File: src/rtl/safe_mode_seq_ctrl.sv
// safe_mode_seq_ctrl: reconfigures an N-core cluster between independent,
// DMR and TMR operation and selects the master core. A new configuration is
// applied only after every core acknowledges halt; cores are then released
// and the sequencer waits for them to leave halt. Invalid requests and
// halt/resume timeouts park the sequencer in ERROR until cleared.
//
// Ports:
//   clk_i, rst_i            clock, synchronous active-high reset
//   cfg_valid_i/cfg_ready_o configuration request handshake
//   cfg_mode_i, cfg_master_i requested mode (0 indep, 1 DMR, 2 TMR) and master
//   halt_req_o, halt_ack_i  per-core halt request / halted acknowledge
//   resume_o                high while waiting for cores to leave halt
//   master_core_o, safe_mode_o, safe_configuration_o  applied configuration
//   busy_o, done_o          sequence in progress / one-cycle completion pulse
//   err_code_o, err_clear_i error code (valid in ERROR only) and its clear
module safe_mode_seq_ctrl #(
    parameter int unsigned NCores        = 3,
    parameter int unsigned TimeoutCycles = 1024,
    parameter int unsigned MasterW       = (NCores > 1) ? $clog2(NCores) : 1
) (
    input  logic               clk_i,
    input  logic               rst_i,
    input  logic               cfg_valid_i,
    output logic               cfg_ready_o,
    input  logic [1:0]         cfg_mode_i,
    input  logic [MasterW-1:0] cfg_master_i,
    output logic [NCores-1:0]  halt_req_o,
    input  logic [NCores-1:0]  halt_ack_i,
    output logic               resume_o,
    output logic [MasterW-1:0] master_core_o,
    output logic               safe_mode_o,
    output logic [1:0]         safe_configuration_o,
    output logic               busy_o,
    output logic               done_o,
    output logic [1:0]         err_code_o,
    input  logic               err_clear_i
);

    localparam int unsigned CntW = (TimeoutCycles > 1) ? $clog2(TimeoutCycles) : 1;

    localparam logic [1:0] ErrNone    = 2'd0;
    localparam logic [1:0] ErrInvalid = 2'd1;
    localparam logic [1:0] ErrHalt    = 2'd2;
    localparam logic [1:0] ErrResume  = 2'd3;

    typedef enum logic [2:0] {
        S_IDLE,
        S_HALT,
        S_APPLY,
        S_RESUME,
        S_ERROR
    } state_e;

    state_e             state_q, state_d;
    logic [1:0]         mode_q, mode_d;
    logic [MasterW-1:0] master_q, master_d;
    logic [1:0]         pmode_q, pmode_d;
    logic [MasterW-1:0] pmaster_q, pmaster_d;
    logic [CntW-1:0]    cnt_q, cnt_d;
    logic [1:0]         err_q, err_d;
    logic               done_q, done_d;

    logic accept;
    logic req_invalid;
    logic req_noop;
    logic cnt_last;

    // Request checks; core-count limits fold to constants per instance.
    assign req_invalid = (cfg_mode_i == 2'd3)
                      || (32'(cfg_master_i) >= NCores)
                      || ((cfg_mode_i == 2'd1) && (NCores < 2))
                      || ((cfg_mode_i == 2'd2) && (NCores < 3));
    assign req_noop    = (cfg_mode_i == mode_q) && (cfg_master_i == master_q);
    assign accept      = cfg_valid_i && cfg_ready_o;
    assign cnt_last    = (cnt_q == CntW'(TimeoutCycles - 1));

    // State and datapath registers.
    always_ff @(posedge clk_i) begin
        if (rst_i) begin
            state_q   <= S_IDLE;
            mode_q    <= 2'd0;
            master_q  <= '0;
            pmode_q   <= 2'd0;
            pmaster_q <= '0;
            cnt_q     <= '0;
            err_q     <= ErrNone;
            done_q    <= 1'b0;
        end else begin
            state_q   <= state_d;
            mode_q    <= mode_d;
            master_q  <= master_d;
            pmode_q   <= pmode_d;
            pmaster_q <= pmaster_d;
            cnt_q     <= cnt_d;
            err_q     <= err_d;
            done_q    <= done_d;
        end
    end

    // Next-state logic.
    always_comb begin
        state_d   = state_q;
        mode_d    = mode_q;
        master_d  = master_q;
        pmode_d   = pmode_q;
        pmaster_d = pmaster_q;
        cnt_d     = cnt_q;
        err_d     = err_q;
        done_d    = 1'b0;

        case (state_q)
            S_IDLE: begin
                if (accept) begin
                    if (req_invalid) begin
                        state_d = S_ERROR;
                        err_d   = ErrInvalid;
                    end else if (req_noop) begin
                        done_d = 1'b1;
                    end else begin
                        pmode_d   = cfg_mode_i;
                        pmaster_d = cfg_master_i;
                        cnt_d     = '0;
                        state_d   = S_HALT;
                    end
                end
            end
            S_HALT: begin
                if (&halt_ack_i) begin
                    state_d = S_APPLY;
                end else if (cnt_last) begin
                    state_d = S_ERROR;
                    err_d   = ErrHalt;
                end else begin
                    cnt_d = cnt_q + CntW'(1);
                end
            end
            S_APPLY: begin
                mode_d   = pmode_q;
                master_d = pmaster_q;
                cnt_d    = '0;
                state_d  = S_RESUME;
            end
            S_RESUME: begin
                if (~|halt_ack_i) begin
                    state_d = S_IDLE;
                    done_d  = 1'b1;
                end else if (cnt_last) begin
                    state_d = S_ERROR;
                    err_d   = ErrResume;
                end else begin
                    cnt_d = cnt_q + CntW'(1);
                end
            end
            S_ERROR: begin
                if (err_clear_i) begin
                    state_d = S_IDLE;
                    err_d   = ErrNone;
                end
            end
            default: begin
                state_d = S_IDLE;
                err_d   = ErrNone;
            end
        endcase
    end

    // Outputs decoded from registers; ready also masked by reset.
    assign cfg_ready_o          = (state_q == S_IDLE) && !rst_i;
    assign halt_req_o           = {NCores{(state_q == S_HALT) || (state_q == S_APPLY)}};
    assign resume_o             = (state_q == S_RESUME);
    assign busy_o               = (state_q != S_IDLE);
    assign done_o               = done_q;
    assign err_code_o           = err_q;
    assign master_core_o        = master_q;
    assign safe_configuration_o = mode_q;
    assign safe_mode_o          = |mode_q;

endmodule

File: config.mk
export PLATFORM = sky130hd
export DESIGN_NAME = safe_mode_seq_ctrl
export DESIGN_NICKNAME = d
export VERILOG_FILES = /design/src/rtl/safe_mode_seq_ctrl.sv
export SDC_FILE = /design/constraint.sdc
export NUM_CORES = 1
export LEC_CHECK = 0
export ABC_AREA = 1
export CAP_MARGIN = 20
export CELL_PAD_IN_SITES_DETAIL_PLACEMENT = 0
export CELL_PAD_IN_SITES_GLOBAL_PLACEMENT = 1
export CORE_MARGIN = 4
export CORE_UTILIZATION = 36
export DETAILED_ROUTE_END_ITERATION = 8
export GPL_ROUTABILITY_DRIVEN = 0
export PLACE_DENSITY = 0.86
export SLEW_MARGIN = 20
export SYNTH_ARGS = -nofsm -noshare
export SYNTH_HDL_FRONTEND = slang
export SYNTH_SLANG_ARGS = --single-unit
File: constraint.sdc
create_clock -name clk_i -period 1.8 [get_ports clk_i]
set_input_delay 0.54 -clock clk_i [delete_from_list [all_inputs] [get_ports clk_i]]
set_output_delay 0.54 -clock clk_i [all_outputs]
set_load 0.05 [all_outputs]
==> summary.md, run 1 <==
| Metric | Value |
|---|---|
| Outcome | complete, but fails checks |
| Failing checks | negative setup slack |
| Synthesis-to-layout area growth | 45.6% |
| Maximum VDD drop | 0.543 mV |
| First-pass GRT wire length | 6.02 mm |
| Gr ovfl total | 0 |
| Share of cells above drive strength 1 | 26.9% |
| Post-DP HPWL | 2.72 mm |
| Syn_nets | 236 |
| Clk buf depth | 2 |
| Yosys top cell by area | dfxtp_1 |
| N_diodes | 0 |
| Clk_lat worst skew | 0.27 ns |
| Die Y | 71.4 um |
| CP cell instances | nor2_2 > nand2_4 > nor2_4 > buf_12 |
| Setup ws final | -0.00913 ns |
| Least-Margin Pin Slew | 0.306 ns |
| Total global-route track usage | 14.5% |
| Synth Instances | 224 |
| FF+latch count, synth | 24 |
| Residual DRC | 0 |
| Core area | 3770 um2 |
| Nets | 281 |
| Place WS | -0.294 ns |
| CTS buffer count | 3 |
| Max FO, Critical Path | 5 |
| Setup crit end kind | primary output |
| Static Leakage | 0.891 nW |
| H-tree depth | 1 |
| Maximum clock rate | 553 MHz |
| Avg Cell Area, Syn | 6.45 um2 |
| Critical Path Slowest Stage Cell | dfxtp_2 |
| First-pass DRT Iterations | 5 |
| Clock Skew | 0.00849 ns |
| Critical path launch point type | flip-flop |
| Crit Path Class | flip-flop to primary output |
| Final Hold Viols | 0 |
| Final ANT Viol Nets | 0 |
| Routed vias | 1,530 |
| Buffers on Ports | 24 |
| Power density cells | 683 nW/um2 |
| DIE AREA | 5090 um2 |
| Crit path max-delay family | simple AND/OR/NAND/NOR gates |
| Starting density of the core | 38.3% |
| Reg clk slew, reported paths | 0.09 ns |
| CTS tree | built |
| Worst hold path class | flip-flop to flip-flop |
| Fin crit share | 101% |
| Vias in the first global route | 1,308 |
| Fin crit period | 1.81 ns |
| # IOs | 25 |
| CP max stage delay | 0.38 ns |
| Routed WL | 3.80 mm |
| Row count | 22 |
| Power, Total | 1.44 mW |
| Synth Cell Area | 1450 um2 |
| Clock root buffer | clkbuf_8 |
| Largest net degree at the start of global routing | 16 |
| Drt wl/cell | 12.0 um |
| Slew margin rel. | 79.5% |
| Final setup viols | 4 |
| Total of warnings raised by yosys | 0 |
| Worst Path Buf+Inv | 1 |
| First DRT Iteration DRCs | 78 |
| Die Span X | 71.4 um |
| Max-cap violation count | 0 |
| CP arrival | 1.27 ns |
| Clock sinks | 24 |
| Synth cell types | 27 |
| Synth top area cells | dfxtp_1 33%, nand2_1 16%, inv_1 7.0%, a21oi_1 6.2%, nor2_1 6.2% |
| Seq/Total Area, Yosys | 33.2% |
| Max Slew Vio Count | 0 |
| WP data required | 1.26 ns |
| Synth top area share | 33.2% |
| RSZ-0062 raised after global routing | true |
| Drt via density | 4.84 |
| Initial antenna violation count | 0 |
[synth_stat cells (all sizes together)]
cell type and number:
a21oi 21, a31oi 1, buf 8, dfxtp 24
ha 1, inv 32, nand2 65, nand3 9
nand3b 2, nand4 14, nor2 30, nor3 2
nor3b 2, o21ai 11, o21bai 1, xor2 1
[cell usage in the layout, fill, tap and decap left out, types with 2 or more instances in the layout]
master,n
inv_1,25
nand3_1,8
dlymetal6s2s_1,3
o21ai_0,8
a21oi_1,18
nor2_1,21
buf_4,25
nor2_4,4
buf_12,11
a21oi_2,3
nor3b_1,2
clkdlybuf4s50_1,6
clkbuf_8,4
nand2_1,61
nor3_1,2
nand2_2,3
nand4_1,14
inv_2,6
nor2_2,5
dfxtp_2,2
o21ai_4,2
dfxtp_1,21
[tightest hold or removal path, cell delays in order (launching register included)]
cell and delay, ns:
dfxtp_1 0.31, inv_1 0.05, a21oi_1 0.05
[state kept, by name, summed over array words and instances, names as in the netlist]
| name | count |
|---|---|
| state_q | 3 |
| err_code_o | 2 |
| cnt_q | 10 |
| master_core_o | 2 |
| done_o | 1 |
| pmode_q | 2 |
| pmaster_q | 2 |
| safe_configuration_o | 2 |
[metal layers]
metal	GRT usage, %	part of all wire, %	vias up
met5	0	0	-
met4	2.51	0.58	0
met3	3.79	4.3	2
met2	22.8	47	25
met1	20.3	48	694
li1	-	-	809
[cell type report]
type,instances,area [um2]
repair buffers,47,529
multi-input cells,161,851
fillers,376,1670
inverters,32,123
clock buffers,4,55.1
flip-flops and latches,24,487
well taps,48,60.1
[cells by family after synthesis]
logic type / after synthesis / share of synthesized area [%]
simple gates: 124 / 40.3
buf+inv: 40 / 12.2
compound gates: 34 / 12.8
flops: 24 / 33.2
xor+xnor: 1 / 0.606
fa+ha+maj: 1 / 0.866
[timing repair]
item                       4_1_cts  5_1_grt
hold buffers                     0        0
resized for setup               11        9
buffers inserted                 2        4
pin swaps                        4        0
gates cloned                     1        0
setup endpoints to repair        5       22
[path summary, 6_finish.rpt]
kind                      from            to  slack [ns]  cells after the start
setup / recovery    state_q[1]   cfg_ready_o      -0.009                      4
hold reg to reg   pmaster_q[1]  pmaster_q[1]        0.45                      2
setup reg to reg    state_q[1]    pmode_q[1]        0.12                      7
hold / removal    pmaster_q[1]  pmaster_q[1]        0.45                      2
[stage by stage]
step                TNS (ns)  hold WS (ns)  instances  area (um2)  util, %
floorplan            -0.0388         0.420        224        1470        -
global placement       -4.15         0.429        305        1940     51.5
detailed placement     -4.69         0.435        305        1940     51.5
CTS                        0         0.448        312        2050     54.3
global route          -0.310         0.463        316        2100     55.8
finish               -0.0295         0.446        316        2100     55.8
[report_power, final]
part | switching [mW] | total (mW) | internal (mW)
combinational | 0.286 | 0.486 | 0.200
clock | 0.181 | 0.376 | 0.196
sequential | 0.0211 | 0.575 | 0.554
total | 0.488 | 1.44 | 0.949
Power figures use the tool's default switching activity.
==> run 2, diff against run 1 <==
==> config.mk (replaced) <==
export PLATFORM = sky130hd
export DESIGN_NAME = safe_mode_seq_ctrl
export DESIGN_NICKNAME = d
export VERILOG_FILES = /design/src/rtl/safe_mode_seq_ctrl.sv
export SDC_FILE = /design/constraint.sdc
export NUM_CORES = 1
export LEC_CHECK = 0
export CAP_MARGIN = 20
export CORE_MARGIN = 4
export CORE_UTILIZATION = 45
export DETAILED_ROUTE_END_ITERATION = 8
export GPL_ROUTABILITY_DRIVEN = 0
export PLACE_DENSITY = 0.78
export SKIP_CTS_REPAIR_TIMING = 1
export SLEW_MARGIN = 20
export SYNTH_ARGS = -nofsm -noshare
export SYNTH_HDL_FRONTEND = slang
export SYNTH_SLANG_ARGS = --single-unit
==> run 2 against run 1 <==
- the run still ends with negative setup slack left
- non-clock buffer count increased by 5
- sequential power decreased by 4.9%
- clock skew about the same
- setup slack got worse by 0.11 ns
- critical path depth decreased by 1
- synthesized cell count decreased by 33%
- sequential cell count unchanged
- global-route usage increased by 2.8 points
==> summary.md, run 2 <==
| Metric | Value |
|---|---|
| Avg Cell Area, Syn | 9.20 um2 (was 6.45 um2) |
| Reg clk slew, reported paths | 0.13 ns (was 0.09 ns) |
| Residual DRC | 0 (unchanged) |
| Core area | 2830 um2 (was 3770 um2) |
| Outcome | complete, but fails checks (unchanged) |
| Synth Instances | 149 (was 224) |
| Gr ovfl total | 0 (unchanged) |
| Buffers on Ports | 24 (unchanged) |
| Routed vias | 1,286 (was 1,530) |
| Critical Path Slowest Stage Cell | or3_4 (was dfxtp_2) |
| Seq/Total Area, Yosys | 35.1% (was 33.2%) |
| Clk_lat worst skew | 0.32 ns (was 0.27 ns) |
| Failing checks | negative setup slack (unchanged) |
| Syn_nets | 161 (was 236) |
| Count leader, synth | dfxtp_1 (was nand2_1) |
| Share of cells above drive strength 1 | 38.9% (was 26.9%) |
| Final setup viols | 8 (was 4) |
| Total global-route track usage | 17.3% (was 14.5%) |
| Clock root buffer | clkbuf_4 (was clkbuf_8) |
| First-pass GRT wire length | 5.69 mm (was 6.02 mm) |
| Critical path launch point type | flip-flop (unchanged) |
| Synth cell types | 43 (was 27) |
| Synth top area cells | dfxtp_1 35%, a311oi_2 7.7%, mux2i_1 7.3%, nor2_1 5.2%, a21oi_1 3.7% (was dfxtp_1 33%, nand2_1 16%, inv_1 7.0%, a21oi_1 6.2%, nor2_1 6.2%) |
| Worst hold path class | flip-flop to flip-flop (unchanged) |
| Final core utilization | 72.4% (was 55.8%) |
| CP cell instances | or3_4 > buf_6 > buf_12 (was nor2_2 > nand2_4 > nor2_4 > buf_12) |
| Slew margin rel. | 74.0% (was 79.5%) |
| CTS tree | built (unchanged) |
| Static Leakage | 0.812 nW (was 0.891 nW) |
| Die Span X | 63.2 um (was 71.4 um) |
| FF+latch count, synth | 24 (unchanged) |
| Fin crit period | 1.91 ns (was 1.81 ns) |
| Yosys top cell by area | dfxtp_1 (unchanged) |
| Largest net degree at the start of global routing | 23 (was 16) |
| Synthesis-to-layout area growth | 49.6% (was 45.6%) |
| H-tree depth | 1 (unchanged) |
| Commonest non-fill, non-tap cell in the layout | buf_4 (was nand2_1) |
| Setup ws final | -0.115 ns (was -0.00913 ns) |
| Vias in the first global route | 1,283 (was 1,308) |
| Initial antenna violation count | 0 (unchanged) |
| CP arrival | 1.37 ns (was 1.27 ns) |
| Multi-input gate area | 916 um2 (was 851 um2) |
| FF-to-FF path depth | 7 (unchanged) |
| Crit Path Class | flip-flop to primary output (unchanged) |
| Placed Area | 1900 um2 (was 1940 um2) |
| Total of warnings raised by yosys | 0 (unchanged) |
| Largest Register | cnt_q (unchanged) |
| Die Y | 63.2 um (was 71.4 um) |
| Final instance area | 2050 um2 (was 2100 um2) |
| Max FFs per register | 10 (unchanged) |
| Post-DP HPWL | 2.56 mm (was 2.72 mm) |
| Starting density of the core | 48.4% (was 38.3%) |
| Synth top area share | 35.1% (was 33.2%) |
| Maximum clock rate | 522 MHz (was 553 MHz) |
| Commonest non-fill, non-tap cells in the layout | 27 x buf_4, 22 x dfxtp_1, 16 x nor2_1 (was 61 x nand2_1, 25 x inv_1, 25 x buf_4) |
| Setup crit end kind | primary output (unchanged) |
| First DRT Iteration DRCs | 56 (was 78) |
| N_diodes | 0 (unchanged) |
| CP max stage delay | 0.41 ns (was 0.38 ns) |
| Final ANT Viol Nets | 0 (unchanged) |
| Area occupied by registers | 485 um2 (was 487 um2) |
| Drt wl/cell | 15.8 um (was 12.0 um) |
| WP data required | 1.26 ns (about the same) |
| Power density cells | 541 nW/um2 (was 683 nW/um2) |
| DIE AREA | 3990 um2 (was 5090 um2) |
| Row count | 19 (was 22) |
| First-pass DRT Iterations | 4 (was 5) |
| Nets | 207 (was 281) |
| Hold Path Stages | 2 (unchanged) |
| Post-synth EDFFs | 0 (unchanged) |
| Max FO, Critical Path | 4 (was 5) |
| Ys flop type | dfxtp_1 (unchanged) |
| Commonest cells post-synth | 24 x dfxtp_1, 19 x nor2_1, 10 x a21oi_1, 10 x mux2i_1, 9 x o21ai_0 (was 61 x nand2_1, 27 x inv_1, 24 x dfxtp_1, 24 x nor2_1, 18 x a21oi_1) |
| Max-cap violation count | 0 (unchanged) |
| Least-Margin Pin Slew | 0.388 ns (was 0.306 ns) |
| Async S/R FF share, synth | 0% (unchanged) |
| Synth Cell Area | 1370 um2 (was 1450 um2) |
| Routed WL | 3.54 mm (was 3.80 mm) |
| Clk buf depth | 2 (unchanged) |
| CTS buffer count | 3 (unchanged) |
| Fin crit share | 106% (was 101%) |
| Clock sinks | 24 (unchanged) |
| Clock Skew | 0.00811 ns (was 0.00849 ns) |
| FILL cells | 189 (was 376) |
| Final Hold Viols | 0 (unchanged) |
| Max Slew Vio Count | 0 (unchanged) |
| Maximum VDD drop | 0.347 mV (was 0.543 mV) |
| Drt via density | 5.74 (was 4.84) |
| Largest regs | cnt_q: 10 flops, state_q: 3 flops (unchanged) |
| RSZ-0062 raised after global routing | true (unchanged) |
| # IOs | 25 (unchanged) |
run 2: cell count changes after synthesis, moves of 5 or more:
cell      previous run  this run
a311oi_2             0         7
nand2_1             61         8
nand4_1             14         1
inv_1               27         1
xnor2_1              0         5
clkbuf_1             0         6
nor2_1              24        19
a21oi_1             18        10
mux2i_1              0        10
run 2: area by class of cell:
cell class,instances,share of cell area [%]
Clock buffer,3,1.10
Inverter,2,0.366
Multi-Input combinational cell,112,44.7
Timing Repair Buffer,52,28.3
Tap cell,31,1.89
Sequential cell,24,23.7
run 2: critical path: cells and delay by family (launching register included):
family | cells | cell delay [ns]
and+or+nand+nor | 1 | 0.41
DFF | 1 | 0.38
buffers and inverters | 2 | 0.27
run 2: path summary, 6_finish.rpt:
check,from,end,slack (ns)
worst max-delay path,state_q[1],busy_o,-0.11
worst min register to register,err_code_o[0],err_code_o[0],0.49
worst min-delay path,err_code_o[0],err_code_o[0],0.49
worst max register to register,state_q[1],cnt_q[1],-0.03
run 2: metrics by stage:
stage / hold WS (ns) / total power [mW] / setup TNS (ns) / cells / worst slack, ns
final: 0.493 / 1.11 / -0.538 / 224 / -0.115
after global placement: 0.464 / 0.842 / -6.47 / 219 / -0.423
after global routing: 0.529 / 1.16 / -1.33 / 224 / -0.147
after CTS: 0.501 / 1.08 / -2.25 / 222 / -0.252
after floorplan: 0.460 / 0.728 / -0.872 / 149 / -0.0984
after detailed placement: 0.474 / 0.847 / -7.13 / 219 / -0.450
run 2: logic make-up after synthesis:
kind of cell / after synthesis / synth area share, %
AO/OA/AOI/OAI: 38 / 23.6
XOR/XNOR: 5 / 3.20
adder cells (fa/ha/maj): 1 / 0.913
buffers and inverters: 13 / 4.84
flip-flops: 24 / 35.1
multiplexers: 10 / 7.31
AND/OR/NAND/NOR: 58 / 25.1
run 2: report_power, final:
| group | internal [mW] | switching, mW |
|---|---|---|
| sequential | 0.541 | 0.00637 |
| combinational | 0.156 | 0.165 |
| clock | 0.0785 | 0.162 |
| total | 0.775 | 0.333 |
run 2: layer usage:
metal	routed length [um]	global-route usage [%]
met3	107	5.15
met2	1890	31.0
met4	28	3.77
met1	1510	20.4
met5	0	0
